`config.mk`:
```
export PLATFORM = sky130hd
export DESIGN_NAME = hazard_ctrl
export DESIGN_NICKNAME = d
export VERILOG_FILES = /design/src/rtl/hazard_ctrl_pkg.sv /design/src/rtl/md_busy_timer.sv /design/src/rtl/hazard_ctrl.sv
export SDC_FILE = /design/constraint.sdc
export NUM_CORES = 1
export LEC_CHECK = 0
export BUFFER_PORTS_ARGS = -buffer_cell sky130_fd_sc_hd__buf_2
export CORE_UTILIZATION = 55
export CTS_CLUSTER_SIZE = 24
export DETAILED_ROUTE_END_ITERATION = 16
export PLACE_DENSITY = 0.94
export REMOVE_ABC_BUFFERS = 1
export SLEW_MARGIN = 20
export SYNTH_ARGS = -nofsm -noshare
export SYNTH_HDL_FRONTEND = slang
export SYNTH_SLANG_ARGS = --single-unit
```
`constraint.sdc`:
```
create_clock -name Clk -period 3.9 [get_ports Clk]
set_input_delay 0 -clock Clk [delete_from_list [all_inputs] [get_ports Clk]]
set_output_delay 0 -clock Clk [all_outputs]
set_load 0.01 [all_outputs]
```
`src/rtl/hazard_ctrl_pkg.sv`:
```
// Shared types and defaults for the pipeline hazard controller.
package hazard_ctrl_pkg;

  typedef enum logic [1:0] {
    RUN      = 2'd0,
    LU_STALL = 2'd1,
    BR_STALL = 2'd2,
    MD_STALL = 2'd3
  } ctrl_state_t;

  localparam int unsigned MULT_CYCLES_D = 5;
  localparam int unsigned DIV_CYCLES_D  = 10;

  // Register 0 is hard-wired, so a match against it is never a dependency.
  function automatic logic reg_hit(logic [4:0] src, logic en, logic [4:0] dst);
    return en && (src == dst) && (dst != 5'd0);
  endfunction

endpackage

```
`src/rtl/md_busy_timer.sv`:
```
// Multiply/divide latency timer: loads on an MD start, counts down to zero.
module md_busy_timer #(
  parameter int unsigned MULT_CYCLES = 5,
  parameter int unsigned DIV_CYCLES  = 10
) (
  input  logic clk_i,
  input  logic rst_ni,
  input  logic start_i,
  input  logic is_div_i,
  output logic busy_o
);

  localparam int unsigned W = $clog2(DIV_CYCLES + 1);
  localparam logic [W-1:0] MULT_LD = W'(MULT_CYCLES);
  localparam logic [W-1:0] DIV_LD  = W'(DIV_CYCLES);

  logic [W-1:0] cnt_q, cnt_d;

  always_comb begin
    cnt_d = cnt_q;
    if (start_i) begin
      cnt_d = is_div_i ? DIV_LD : MULT_LD;
    end else if (cnt_q != '0) begin
      cnt_d = cnt_q - 1'b1;
    end
  end

  always_ff @(posedge clk_i or negedge rst_ni) begin
    if (!rst_ni) begin
      cnt_q <= '0;
    end else begin
      cnt_q <= cnt_d;
    end
  end

  assign busy_o = (cnt_q != '0);

endmodule

```
`src/rtl/hazard_ctrl.sv`:
```
// Pipeline hazard controller: load-use, branch early-operand and MD-busy
// stalls, optional IF/ID flush, debug state and stall-cycle counter.
module hazard_ctrl
  import hazard_ctrl_pkg::*;
#(
  parameter int unsigned MULT_CYCLES = MULT_CYCLES_D,
  parameter int unsigned DIV_CYCLES  = DIV_CYCLES_D,
  parameter int unsigned DELAY_SLOT  = 1
) (
  input  logic        Clk,
  input  logic        Reset_n,
  input  logic [4:0]  ID_Rs,
  input  logic [4:0]  ID_Rt,
  input  logic        ID_UseRs,
  input  logic        ID_UseRt,
  input  logic        ID_UseRsEarly,
  input  logic        ID_UseRtEarly,
  input  logic        ID_IsMD,
  input  logic        ID_BranchTaken,
  input  logic [4:0]  EX_WriteReg,
  input  logic        EX_RegWrite,
  input  logic        EX_MemToReg,
  input  logic [4:0]  MEM_WriteReg,
  input  logic        MEM_RegWrite,
  input  logic        MEM_MemToReg,
  input  logic        EX_MDStart,
  input  logic        EX_MDIsDiv,
  output logic        PC_En,
  output logic        IFID_En,
  output logic        ResetIDIF,
  output logic        IDEX_Bubble,
  output logic        MD_Busy,
  output logic [1:0]  CtrlState,
  output logic [31:0] StallCycles
);

  localparam logic FLUSH_EN = (DELAY_SLOT == 0);

  ctrl_state_t state_q, state_d;
  logic [31:0] stall_cnt_q, stall_cnt_d;
  logic        md_busy;
  logic        hz_lu, hz_br, hz_md, stall;

  md_busy_timer #(
    .MULT_CYCLES (MULT_CYCLES),
    .DIV_CYCLES  (DIV_CYCLES)
  ) u_md_timer (
    .clk_i    (Clk),
    .rst_ni   (Reset_n),
    .start_i  (EX_MDStart),
    .is_div_i (EX_MDIsDiv),
    .busy_o   (md_busy)
  );

  always_comb begin
    hz_lu = EX_RegWrite && EX_MemToReg &&
            (reg_hit(ID_Rs, ID_UseRs, EX_WriteReg) ||
             reg_hit(ID_Rt, ID_UseRt, EX_WriteReg));
    hz_br = (EX_RegWrite &&
             (reg_hit(ID_Rs, ID_UseRsEarly, EX_WriteReg) ||
              reg_hit(ID_Rt, ID_UseRtEarly, EX_WriteReg))) ||
            (MEM_RegWrite && MEM_MemToReg &&
             (reg_hit(ID_Rs, ID_UseRsEarly, MEM_WriteReg) ||
              reg_hit(ID_Rt, ID_UseRtEarly, MEM_WriteReg)));
    hz_md = ID_IsMD && (md_busy || EX_MDStart);
    stall = hz_lu || hz_br || hz_md;
  end

  always_comb begin
    state_d     = RUN;
    stall_cnt_d = stall_cnt_q;
    if (hz_md) begin
      state_d = MD_STALL;
    end else if (hz_lu) begin
      state_d = LU_STALL;
    end else if (hz_br) begin
      state_d = BR_STALL;
    end
    if (stall) begin
      stall_cnt_d = stall_cnt_q + 32'd1;
    end
  end

  always_ff @(posedge Clk or negedge Reset_n) begin
    if (!Reset_n) begin
      state_q     <= RUN;
      stall_cnt_q <= '0;
    end else begin
      state_q     <= state_d;
      stall_cnt_q <= stall_cnt_d;
    end
  end

  // Reset forces the pipeline-frozen/flushed view without waiting for an edge.
  assign PC_En       = Reset_n && !stall;
  assign IFID_En     = Reset_n && !stall;
  assign IDEX_Bubble = !Reset_n || stall;
  assign ResetIDIF   = !Reset_n || (FLUSH_EN && ID_BranchTaken && !stall);
  assign MD_Busy     = md_busy;
  assign CtrlState   = state_q;
  assign StallCycles = stall_cnt_q;

endmodule

```
* After elaboration in Yosys (flattened, before gate mapping)
Index checks and enable logic that the tools add are counted.
Storage, ports and cells: register bits after elaboration 38, output and inout port bits 39, bits of input ports 34
Operators by class: reductions and logical operators 33, add/sub/neg operators 2, equal/unequal tests 4, multiplexer cells 6
Operators by type and width (count):
- $add A32 B1 Y32 const B | 1
- $eq A5 B5 Y1 | 4
- $logic_and A1 B1 Y1 | 19
- $mux W4 | 3
- $reduce_bool A5 Y1 | 2
- $logic_or A1 B1 Y1 | 8
- $mux W2 | 3
- $reduce_bool A4 Y1 | 1
- $sub A4 B1 Y4 const B | 1
- $logic_not A1 Y1 | 2
- $reduce_bool A2 Y1 | 1

* Depth between registers and ports, before layout
Gate-level depths: netlist (run 1).
word-level depth 10, mapped depth 10

* Hierarchy
From an unflattened synthesis (run 1), not the netlist that was laid out.
Second synthesis, totals: cell total of the unflattened synthesis 215, area total of the unflattened synthesis 2187.1 um2
Modules (own cells, without submodules):
- hazard_ctrl | area an instance 1950.6 um2, seq. area each 850.8 um2, cells each 194, instances 1
- md_busy_timer | area an instance 236.5 um2, seq. area each 100.1 um2, cells each 21, instances 1

* Least setup slack after synthesis (run 1)
No wires, ideal clock.
path type register to output, start point reg u_md_timer.cnt_q[0], end point out PC_En, data arrival time 1.942 ns, setup slack 1.958 ns, stages on the path, launching flop included 11, data required time 3.900 ns, path through dfrtp_1 > inv_1 > ha_1 > and2_1 > inv_2 > o21a_1 > a31oi_4 > buf_6 > buf_6 > and3_1 > buf_4
On the way: word-level cells in the longest chain between the ends 6
RTL lines:
- start: declaration | RTL line md_busy_timer.sv:17 | logic [W-1:0] cnt_q, cnt_d;
- start signal: assignment | RTL line md_busy_timer.sv:32 | cnt_q <= cnt_d;
- $reduce_bool A4 Y1 | RTL line md_busy_timer.sv:36 | assign busy_o = (cnt_q != '0);
- via MD_Busy | RTL line hazard_ctrl.sv:32 | output logic MD_Busy,
- $logic_or A1 B1 Y1 | RTL line hazard_ctrl.sv:65 | hz_md = ID_IsMD && (md_busy || EX_MDStart);
- $logic_and A1 B1 Y1 | RTL line hazard_ctrl.sv:65
- $logic_or A1 B1 Y1 | RTL line hazard_ctrl.sv:66 | stall = hz_lu || hz_br || hz_md;
- $logic_not A1 Y1
- $logic_and A1 B1 Y1
- end: declaration | RTL line hazard_ctrl.sv:28 | output logic PC_En,
The timed path passes the listed nets, and every way through them passes these cells.

* Worst setup path in the final report (run 1)
start point reg u_md_timer.cnt_q[0], end point out IDEX_Bubble
On the way: word-level cells in the longest chain between the ends 5
RTL lines:
- $reduce_bool A4 Y1 | RTL line md_busy_timer.sv:36
- $logic_or A1 B1 Y1 | RTL line hazard_ctrl.sv:65
- $logic_and A1 B1 Y1 | RTL line hazard_ctrl.sv:65
- $logic_or A1 B1 Y1 | RTL line hazard_ctrl.sv:66
- $logic_or A1 B1 Y1 | RTL line hazard_ctrl.sv:97 | assign IDEX_Bubble = !Reset_n || stall;
- end: declaration | RTL line hazard_ctrl.sv:31 | output logic IDEX_Bubble,
Every way passes these cells.

==> results of run 1 <==
layer usage:
metal | GRT usage [%] | vias up | part of all wire (%)
met4 | 11.44 | 0 | 2.2
li1 | - | 953 | -
met2 | 41.16 | 78 | 49
met5 | 0 | - | 0
met1 | 32.12 | 940 | 43
met3 | 6.507 | 13 | 5.5
kinds of logic (layout without fill, tap and decap cells):
family,after synthesis,after routing
xor gates and xnor gates,53,53
buffers and inverters,18,90
muxes,1,1
DFF,38,38
adders and majority gates,3,3
and+or+nand+nor,68,68
AOI/OAI and AO/OA,45,45
sequential cells by signal (all words and copies together) (netlist names):
register          cells
StallCycles          32
u_md_timer.cnt_q      4
CtrlState             2
cells in the final DEF (no fill, tap or decap), types with 4 or more instances in the layout:
cell type / instances
and2_1: 4
nand2_1: 14
a211oi_1: 4
clkbuf_8: 5
xor2_1: 28
inv_1: 5
buf_2: 71
and3_1: 8
nand3_1: 15
a2111oi_2: 6
xnor2_1: 25
dfrtp_1: 38
nand4_1: 12
a21oi_1: 16
nor2_1: 6
power by group:
group	internal, mW	switching, mW	leakage [nW]
logic	0.147	0.185	0.811
registers	0.464	0.0861	0.471
clock network	0.191	0.138	0.0524
total	0.802	0.409	1.34
critical path, cell delays in order, from the launching register on:
cell	delay [ns]
dfrtp_1	0.37
inv_1	0.12
ha_1	0.18
and2_1	0.21
inv_2	0.07
o21a_1	0.21
a31oi_4	0.38
buf_4	0.35
and3_1	0.24
inv_2	0.03
buf_2	0.13
repair_timing:
| action | in CTS | in global routing |
|---|---|---|
| hold buffers | 2 | 0 |
| endpoints found under the setup margin | 0 | 0 |
| hold endpoints to repair | 40 | 0 |
worst paths after layout:
check	startpoint	end	slack [ns]
worst max-delay path	u_md_timer.cnt_q[0]$_DFFE_PN0N_	IDEX_Bubble	1.33
worst min-delay path	EX_MDIsDiv	u_md_timer.cnt_q[0]$_DFFE_PN0N_	0.06
worst max register to register	u_md_timer.cnt_q[0]$_DFFE_PN0N_	StallCycles[19]$_DFFE_PN0P_	1.52
worst min register to register	StallCycles[31]$_DFFE_PN0P_	StallCycles[31]$_DFFE_PN0P_	0.46
max in group asynchronous	Reset_n	StallCycles[5]$_DFFE_PN0P_	2.98
min in group asynchronous	Reset_n	StallCycles[26]$_DFFE_PN0P_	0.36
final cells by class:
cell class / instances / area share (%)
multi-input combinational: 170 / 44.82
sequential: 38 / 34.23
timing repair buffer: 74 / 13.78
clock buffer: 7 / 2.748
tap: 50 / 2.252
clock inverter: 1 / 1.081
inverter: 8 / 1.081
==> flow_summary_export.csv, run 1 <==
group,metric,value,unit
run_status,outcome,"finished, final reports clean",
detailed_routing,drt_first_pass_iters,4,
flow_run,drv_cap,0,
floorplanning,die_area,4444,sq um
floorplanning,io_pins,73,
clocking,cts_buffer_depth,2,
clocking,clock_latency,0.29,ns
global_route,grt_use_total,25.63,%
placed_design,dp_slack,1.526,ns
detailed_routing,finalWirelength,5211,um
clocking,htree_levels,2,
final_layout,drive_above_1_share,30.20,%
yosys,synth_top_cell_by_area,"dfrtp_1",
global_route,antenna_found_initial,0,
detailed_routing,drtIter0Drc,156,
clocking,postCtsResizedCells,0,
yosys,avgSynthCellArea,10.18,sq um
detailed_routing,via_per_inst,5.701,
timing,fin_crit_sh,65.93,%
timing,hold_viol,0,
global_route,grt_pass1_vias,1887,
yosys,synthMuxAreaShare,0.4897,%
placed_design,dp_cells,338,
hold_path,hold_class,"primary input to flop",
floorplanning,rows,23,
worst_setup_path,crit_path_end_kind,"output port",
final_layout,nets,334,
clocking,cts_setup_buffers,0,
yosys,synth_compound_area_share,16.10,%
floorplanning,die_h,66.66,um
pwr,power_leakage,1.335,nW
yosys,seq_area_frac_synth,41.35,%
clocking,clk_pin_slew,0.07,ns
pwr,ir_worst_vdd,0.0002132,V
floorplanning,die_w,66.66,um
worst_setup_path,start_kind,"flop",
yosys,synthFlopType,"dfrtp_1",
pwr,totalPowerFinal,1.211,mW
detailed_routing,num_vias,1984,
clocking,clock_sinks,38,
timing,holdWs,0.05956,ns
global_route,gr-total-overflow,0,
yosys,synth_commonest_cells,"dfrtp_1, xor2_1, xnor2_1, a21oi_1, nand3_1",
detailed_routing,final_antenna_net_count,0,
final_layout,design_area,2778,sq um
timing,maxClockFrequency,388.9,MHz
timing,drv_slew,0,
placed_design,portBuffers,71,
final_layout,seqCellArea,950.9,sq um
global_route,grt_max_degree,41,
floorplanning,core_area,4000,sq um
yosys,synth.most_common_cell,"dfrtp_1",
yosys,synth_edf_count,0,
timing,rsz0062_at_grt,"no",
worst_setup_path,reg2regPathDepth,9,
yosys,yosys_warnings,0,
worst_setup_path,crit_fanout,20,
worst_setup_path,path_class,"flop to output port",
clocking,cts_tree,"done",
final_layout,multi_input_area,1245,sq um
pwr,power_density,436.0,nW/um^2
yosys,synth_xor_area_share,20.18,%
yosys,synthTopCellsByArea,"dfrtp_1, xor2_1, xnor2_1, a2111oi_2, a21oi_1",
floorplanning,start_util,57.49,%
yosys,syn_inst,226,
clocking,numCtsBuffers,5,
final_layout,diodes,0,
yosys,synth_top_family_by_area,"XOR/XNOR gates",
detailed_routing,drt_drc_violations_left,0,
detailed_routing,wire_per_inst,14.97,um
final_layout,fillCellCount,302,
hold_path,holdPathStages,3,
yosys,netlist_area,2300,sq um
final_layout,post-route-util,69.44,%
yosys,synth_seq_cells,38,
yosys,synth-async-reset-ratio,100.0,%
placed_design,place.gp.congestion,0.8526,
yosys,synth_top_area_share,41.35,%
timing,tns,0,ns
timing,clock_skew,0.009198,ns
final_layout,area_growth,20.78,%
yosys,ys_types,38,
worst_setup_path,required,3.90,ns
yosys,synth-adder-area-share,1.632,%
yosys,synthSimpleGateAreaFrac,15.72,%
worst_setup_path,arrival,2.57,ns
timing,setup_viol,0,
placed_design,placed_cell_area,2651,sq um
placed_design,dp_hpwl,3801,um
final_layout,final_cells,348,
timing,max_slew_margin,39.14,%
timing,layout_min_cycle_time,2.571,ns
timing,setup_ws,1.329,ns
timing,tightest_slew,0.9129,ns
global_route,grt_pass1_wl,8507,um
clocking,cts_root_buf,"clkbuf_8",
No activity file was read; power rests on OpenSTA's default activity.
==> run 2, diff against run 1 <==
--- a/config.mk
+++ b/config.mk
@@ -5,11 +5,12 @@
 export SDC_FILE = /design/constraint.sdc
 export NUM_CORES = 1
 export LEC_CHECK = 0
+export ABC_AREA = 1
 export BUFFER_PORTS_ARGS = -buffer_cell sky130_fd_sc_hd__buf_2
-export CORE_UTILIZATION = 55
+export CORE_UTILIZATION = 54
 export CTS_CLUSTER_SIZE = 24
 export DETAILED_ROUTE_END_ITERATION = 16
-export PLACE_DENSITY = 0.94
+export PLACE_DENSITY = 0.9
 export REMOVE_ABC_BUFFERS = 1
 export SLEW_MARGIN = 20
 export SYNTH_ARGS = -nofsm -noshare
==> constraint.sdc (replaced) <==
create_clock -name Clk -period 2.4 [get_ports Clk]
set_input_delay 0 -clock Clk [delete_from_list [all_inputs] [get_ports Clk]]
set_output_delay 0 -clock Clk [all_outputs]
set_load 0.01 [all_outputs]
==> run 2 against run 1 <==
  * Sequential power up 41%
  * Power up 34%
  * Combinational power up 17%
  * Sequential share of layout area down 5.6 points
  * Critical path type unchanged
  * Setup slack worse by 1.1 ns
  * Wire length up 29%
  * Clock power up 40%
  * Count of clock-buffer cells in the layout unchanged
  * First-iteration DRC count up 37%
  * Register-to-register slack worse by 1.0 ns
  * Synthesized cell count up 86%
  * Worst hold slack better by 0.21 ns
==> flow_summary_export.csv, run 2 <==
group,metric,value,unit
worst_setup_path,reg2regPathDepth,11,
timing,hold_viol,0,
floorplanning,rows,25,
floorplanning,die_area,5485,sq um
yosys,synthTopCellsByArea,"dfrtp_1, nand2_1, nand3_1, inv_1, nor2_1",
clocking,numCtsBuffers,5,
timing,setup_viol,0,
timing,tns,0,ns
global_route,grt_use_total,27.99,%
yosys,seq_area_frac_synth,33.91,%
detailed_routing,final_antenna_net_count,0,
final_layout,nets,532,
timing,fin_crit_sh,89.31,%
yosys,synthMuxAreaShare,0,%
clocking,clock_sinks,38,
worst_setup_path,reg2reg_from,"u_md_timer.cnt_q[0]$_DFFE_PN0N_",
clocking,clk_pin_slew,0.07,ns
yosys,ys_types,28,
worst_setup_path,required,2.40,ns
yosys,synth_top_cell_by_area,"dfrtp_1",
yosys,netlist_area,2804,sq um
worst_setup_path,start_kind,"flop",
run_status,outcome,"finished, final reports clean",
detailed_routing,via_per_inst,5.096,
floorplanning,start_util,57.83,%
global_route,grt_pass1_wl,11920,um
final_layout,largest_register_ffs,32,
timing,clock_skew,0.002212,ns
yosys,synth_top_family_by_area,"simple AND/OR/NAND/NOR gates",
detailed_routing,drt_first_pass_iters,4,
hold_path,hold_class,"primary input to async pin",
clocking,cts_root_buf,"clkbuf_8",
timing,maxClockFrequency,466.6,MHz
yosys,synth_xor_area_share,10.31,%
floorplanning,core_area,4848,sq um
clocking,cts_buffer_depth,2,
placed_design,portBuffers,71,
final_layout,diodes,0,
worst_setup_path,crit_fanout,33,
yosys,synth_commonest_cells,"nand2_1, nand3_1, inv_1, nor2_1, dfrtp_1",
flow_run,drv_cap,0,
yosys,synth_seq_cells,38,
yosys,syn_inst,420,
floorplanning,io_pins,73,
clocking,cts_tree,"done",
worst_setup_path,crit_path_end_kind,"output port",
floorplanning,die_w,74.06,um
floorplanning,die_h,74.06,um
pwr,power_density,487.8,nW/um^2
yosys,synth_edf_count,0,
placed_design,dp_hpwl,5207,um
yosys,synth_top_area_share,33.91,%
worst_setup_path,arrival,2.14,ns
final_layout,final_common_cell,"nand2_1",
pwr,ir_worst_vdd,0.0003613,V
clocking,htree_levels,2,
detailed_routing,wire_per_inst,11.98,um
global_route,grt_pass1_vias,2725,
worst_setup_path,r2r_end,"StallCycles[27]$_DFFE_PN0P_",
pwr,totalPowerFinal,1.620,mW
yosys,synth_compound_area_share,3.034,%
detailed_routing,drtIter0Drc,214,
final_layout,area_growth,18.43,%
timing,layout_min_cycle_time,2.143,ns
final_layout,design_area,3321,sq um
detailed_routing,finalWirelength,6745,um
yosys,synth-adder-area-share,1.339,%
global_route,gr-total-overflow,0,
final_layout,layout_common_cells,"nand2_1, buf_2, nand3_1, inv_1, nor2_1",
yosys,synthSimpleGateAreaFrac,42.84,%
detailed_routing,drt_drc_violations_left,0,
worst_setup_path,path_class,"flop to output port",
yosys,avgSynthCellArea,6.676,sq um
pwr,power_leakage,1.906,nW
detailed_routing,num_vias,2869,
global_route,antenna_found_initial,0,
yosys,synth-async-reset-ratio,100.0,%
yosys,synth.most_common_cell,"nand2_1",
final_layout,drive_above_1_share,18.75,%
placed_design,place.gp.congestion,0.9292,
global_route,grt_max_degree,40,
timing,rsz0062_at_grt,"no",
yosys,yosys_warnings,0,
timing,drv_slew,0,
timing,tightest_slew,0.4966,ns
timing,max_slew_margin,66.82,%
worst_setup_path,reg2reg_slack,0.52,ns
clocking,clock_latency,0.30,ns
placed_design,placed_cell_area,3187,sq um
yosys,synthFlopType,"dfrtp_1",
## run 2: cell types whose count changed after synthesis, sizes merged, moves of 4 or more
cell     delta
xor2       -12
a2111oi     -9
a211oi      -4
nor3       +14
nor2       +38
xnor2       -8
nand2     +150
inv        +35
a21oi      -10
nand3      +30
o21a        -4
and3        -7
## run 2: cells by family after synthesis
| group | count (synthesis) |
|---|---|
| AOI/OAI and AO/OA | 11 |
| xor gates and xnor gates | 33 |
| adders and majority gates | 3 |
| buffers and inverters | 53 |
| DFF | 38 |
| and+or+nand+nor | 282 |
## run 2: repair_timing
action	in CTS	in global routing
endpoints found under the setup margin	0	3
buffers inserted	0	0
endpoints found under the hold margin	41	0
hold buffers	4	0
gates resized for setup	0	1
## run 2: layout make-up
type                       instances  area, sq um
timing repair buffer              78        417.9
sequential                        38        950.9
clock inverter                     1        5.005
multi-input combinational        329         1615
tap                               67        83.83
clock buffer                       7        86.33
inverter                          43        161.4
fill                             419         1528
## run 2: report_power, final
part / total (mW) / internal [mW] / leakage (nW) / switching, mW
registers: 0.773 / 0.694 / 0.511 / 0.0788
clock network: 0.459 / 0.232 / 0.0482 / 0.228
logic: 0.387 / 0.158 / 1.35 / 0.229
## run 2: critical path, stage by stage (launching register included)
cell and delay [ns]:
dfrtp_1 0.36, inv_1 0.15, ha_1 0.20, nand2_2 0.08, nor2_2 0.12, inv_2 0.06
nand2_1 0.09, inv_2 0.05, a21oi_4 0.14, nand2_4 0.22, nor2_2 0.19, inv_1 0.05
buf_2 0.13
## run 2: how the worst max path moves through the flow
| stage | depth (start not counted) | to | startpoint |
|---|---|---|---|
| floorplan | 11 | IDEX_Bubble | u_md_timer.cnt_q[0]$_DFFE_PN0N_ |
| finish | 12 | IDEX_Bubble | u_md_timer.cnt_q[0]$_DFFE_PN0N_ |
| CTS | 12 | IDEX_Bubble | u_md_timer.cnt_q[0]$_DFFE_PN0N_ |
| global route | 12 | IDEX_Bubble | u_md_timer.cnt_q[0]$_DFFE_PN0N_ |
| global placement | 10 | IDEX_Bubble | EX_WriteReg[2] |
| detailed placement | 12 | IDEX_Bubble | u_md_timer.cnt_q[0]$_DFFE_PN0N_ |
## run 2: metal layers
layer	vias to the layer above	track usage, %	routed length, um
li1	1471	-	-
met5	-	0	0
met4	0	9.615	89
met1	1312	35.00	3104
met2	76	48.08	3244
met3	10	5.556	307
## run 2: per-stage QoR
step	std cells	hold slack, ns	utilization (%)	worst slack [ns]
6_report	563	0.2744	68.49	0.2567
3_3_place_gp	551	0.06924	65.73	0.5954
2_1_floorplan	410	-0.2956	-	0.09645
4_1_cts	563	0.2665	68.44	0.1973
5_1_grt	563	0.3203	68.49	0.006313
3_5_place_dp	551	0.08132	65.73	0.5265
==> run 3, diff against run 2 <==
--- a/config.mk
+++ b/config.mk
@@ -10,6 +10,7 @@
 export CORE_UTILIZATION = 54
 export CTS_CLUSTER_SIZE = 24
 export DETAILED_ROUTE_END_ITERATION = 16
+export MAX_ROUTING_LAYER = met4
 export PLACE_DENSITY = 0.9
 export REMOVE_ABC_BUFFERS = 1
 export SLEW_MARGIN = 20
==> run 3 against run 2 <==
  * Global-route usage grew 0.46 points
  * Cell count shrank 0.18%
  * Count of clock-buffer cells in the layout is the same
  * First-iteration DRC count shrank 4.7%
  * Largest cell class unchanged
==> flow_summary_export.csv, run 3 (synthesis gave the netlist of run 2 again) <==
group,metric,value,unit
worst_setup_path,critical_path.cell_chain,"inv_1, ha_1, nand2_2, nor2_2, inv_2, nand2_1, inv_2, a21oi_4, nand2_8, nor2_1, inv_1, buf_2",
floorplanning,die_area,5485,sq um
final_layout,seqCellArea,950.9,sq um
clocking,htree_levels,2,
timing,layout_min_cycle_time,2.105,ns
timing,clock_skew,0.002064,ns
final_layout,final_common_cell,"nand2_1",
hold_path,hold_class,"primary input to flop",
placed_design,placed_cell_area,3187,sq um
floorplanning,start_util,57.83,%
clocking,cts_root_buf,"clkbuf_8",
final_layout,design_area,3317,sq um
detailed_routing,finalWirelength,7019,um
floorplanning,core_area,4848,sq um
global_route,grt_pass1_wl,11650,um
detailed_routing,drt_drc_violations_left,0,
final_layout,nets,531,
clocking,clk_pin_slew,0.07,ns
global_route,gr-total-overflow,0,
timing,rsz0062_at_grt,"no",
worst_setup_path,start_kind,"flop",
clocking,cts_buffer_depth,2,
timing,setup_viol,0,
placed_design,dp_cells,551,
pwr,power_leakage,1.904,nW
flow_run,drv_cap,0,
worst_setup_path,path_class,"flop to output port",
timing,setup_ws,0.2952,ns
final_layout,area_growth,18.30,%
worst_setup_path,cp.buffers_inverters,5,
global_route,grt_use_total,28.45,%
clocking,clock_sinks,38,
final_layout,layout_common_cells,"nand2_1, buf_2, nand3_1, inv_1, nor2_1",
clocking,cts_setup_buffers,0,
worst_setup_path,crit_family,"simple AND/OR/NAND/NOR gates",
placed_design,portBuffers,71,
worst_setup_path,crit_fanout,33,
final_layout,drive_above_1_share,18.59,%
global_route,grt_max_degree,40,
detailed_routing,drt_first_pass_iters,5,
detailed_routing,final_antenna_net_count,0,
clocking,numCtsBuffers,5,
worst_setup_path,required,2.40,ns
placed_design,dp_slack,0.5438,ns
floorplanning,io_pins,73,
timing,fin_crit_sh,87.70,%
floorplanning,die_h,74.06,um
final_layout,post-route-util,68.41,%
final_layout,multi_input_area,1622,sq um
run_status,outcome,"finished, final reports clean",
final_layout,largest_register_ffs,32,
timing,hold_viol,0,
clocking,clock_latency,0.28,ns
detailed_routing,drtIter0Drc,204,
final_layout,fillCellCount,421,
global_route,grt_pass1_vias,2672,
worst_setup_path,cp_slowest_cell,"dfrtp_1",
timing,max_slew_margin,66.30,%
clocking,cts_tree,"done",
timing,holdWs,0.01351,ns
timing,tightest_slew,0.5016,ns
worst_setup_path,cpPeakStageDelay,0.36,ns
final_layout,final_cells,562,
worst_setup_path,crit_path_end_kind,"output port",
pwr,ir_worst_vdd,0.0003770,V
detailed_routing,num_vias,2932,
pwr,totalPowerFinal,1.617,mW
detailed_routing,via_per_inst,5.217,
floorplanning,rows,25,
timing,maxClockFrequency,475.1,MHz
floorplanning,die_w,74.06,um
timing,drv_slew,0,
pwr,power_density,487.4,nW/um^2
global_route,antenna_found_initial,0,
detailed_routing,wire_per_inst,12.49,um
timing,tns,0,ns
placed_design,place.gp.congestion,0.9147,
final_layout,diodes,0,
placed_design,dp_hpwl,5262,um
worst_setup_path,arrival,2.10,ns
-- run 3: layout make-up --
| type | instances | area share (%) |
|---|---|---|
| repair buffers | 77 | 12.30 |
| clock buffers | 7 | 2.603 |
| multi-input cells | 329 | 48.89 |
| inverters | 43 | 4.866 |
| well taps | 67 | 2.527 |
| flip-flops and latches | 38 | 28.67 |
| clock inverters | 1 | 0.1509 |
-- run 3: worst paths after layout --
| path | start | end | slack [ns] | depth (start not counted) |
|---|---|---|---|---|
| min reg2reg | StallCycles[31]$_DFFE_PN0P_ | StallCycles[31]$_DFFE_PN0P_ | 0.56 | 2 |
| max reg2reg | u_md_timer.cnt_q[0]$_DFFE_PN0N_ | StallCycles[6]$_DFFE_PN0P_ | 0.48 | 11 |
| max in group asynchronous | Reset_n | StallCycles[26]$_DFFE_PN0P_ | 1.74 | 3 |
| max | u_md_timer.cnt_q[0]$_DFFE_PN0N_ | IDEX_Bubble | 0.30 | 12 |
| min | EX_MDStart | u_md_timer.cnt_q[2]$_DFFE_PN0N_ | 0.01 | 3 |
| min in group asynchronous | Reset_n | StallCycles[21]$_DFFE_PN0P_ | 0.30 | 3 |
-- run 3: routing by layer --
metal  GRT usage [%]  vias to the layer above  wire length (um)
met5               -                        -                 0
met2           47.07                      123              3412
met3           5.420                       14               441
li1                -                     1463                 -
met4           6.838                        0                93
met1           35.82                     1332              3071
-- run 3: power breakdown --
| group | internal (mW) | switching, mW |
|---|---|---|
| clock | 0.232 | 0.216 |
| combinational | 0.158 | 0.234 |
| sequential | 0.694 | 0.0820 |
| total | 1.08 | 0.533 |
-- run 3: repair_timing --
item | in CTS | in global routing
setup endpoints to repair | 0 | 1
hold buffers | 3 | 0
hold endpoints to repair | 40 | 0
resized for setup | 0 | 1
-- run 3: tightest hold or removal path, stage by stage --
cell and delay, ns:
buf_2 0.13, inv_1 0.07, a21oi_1 0.06
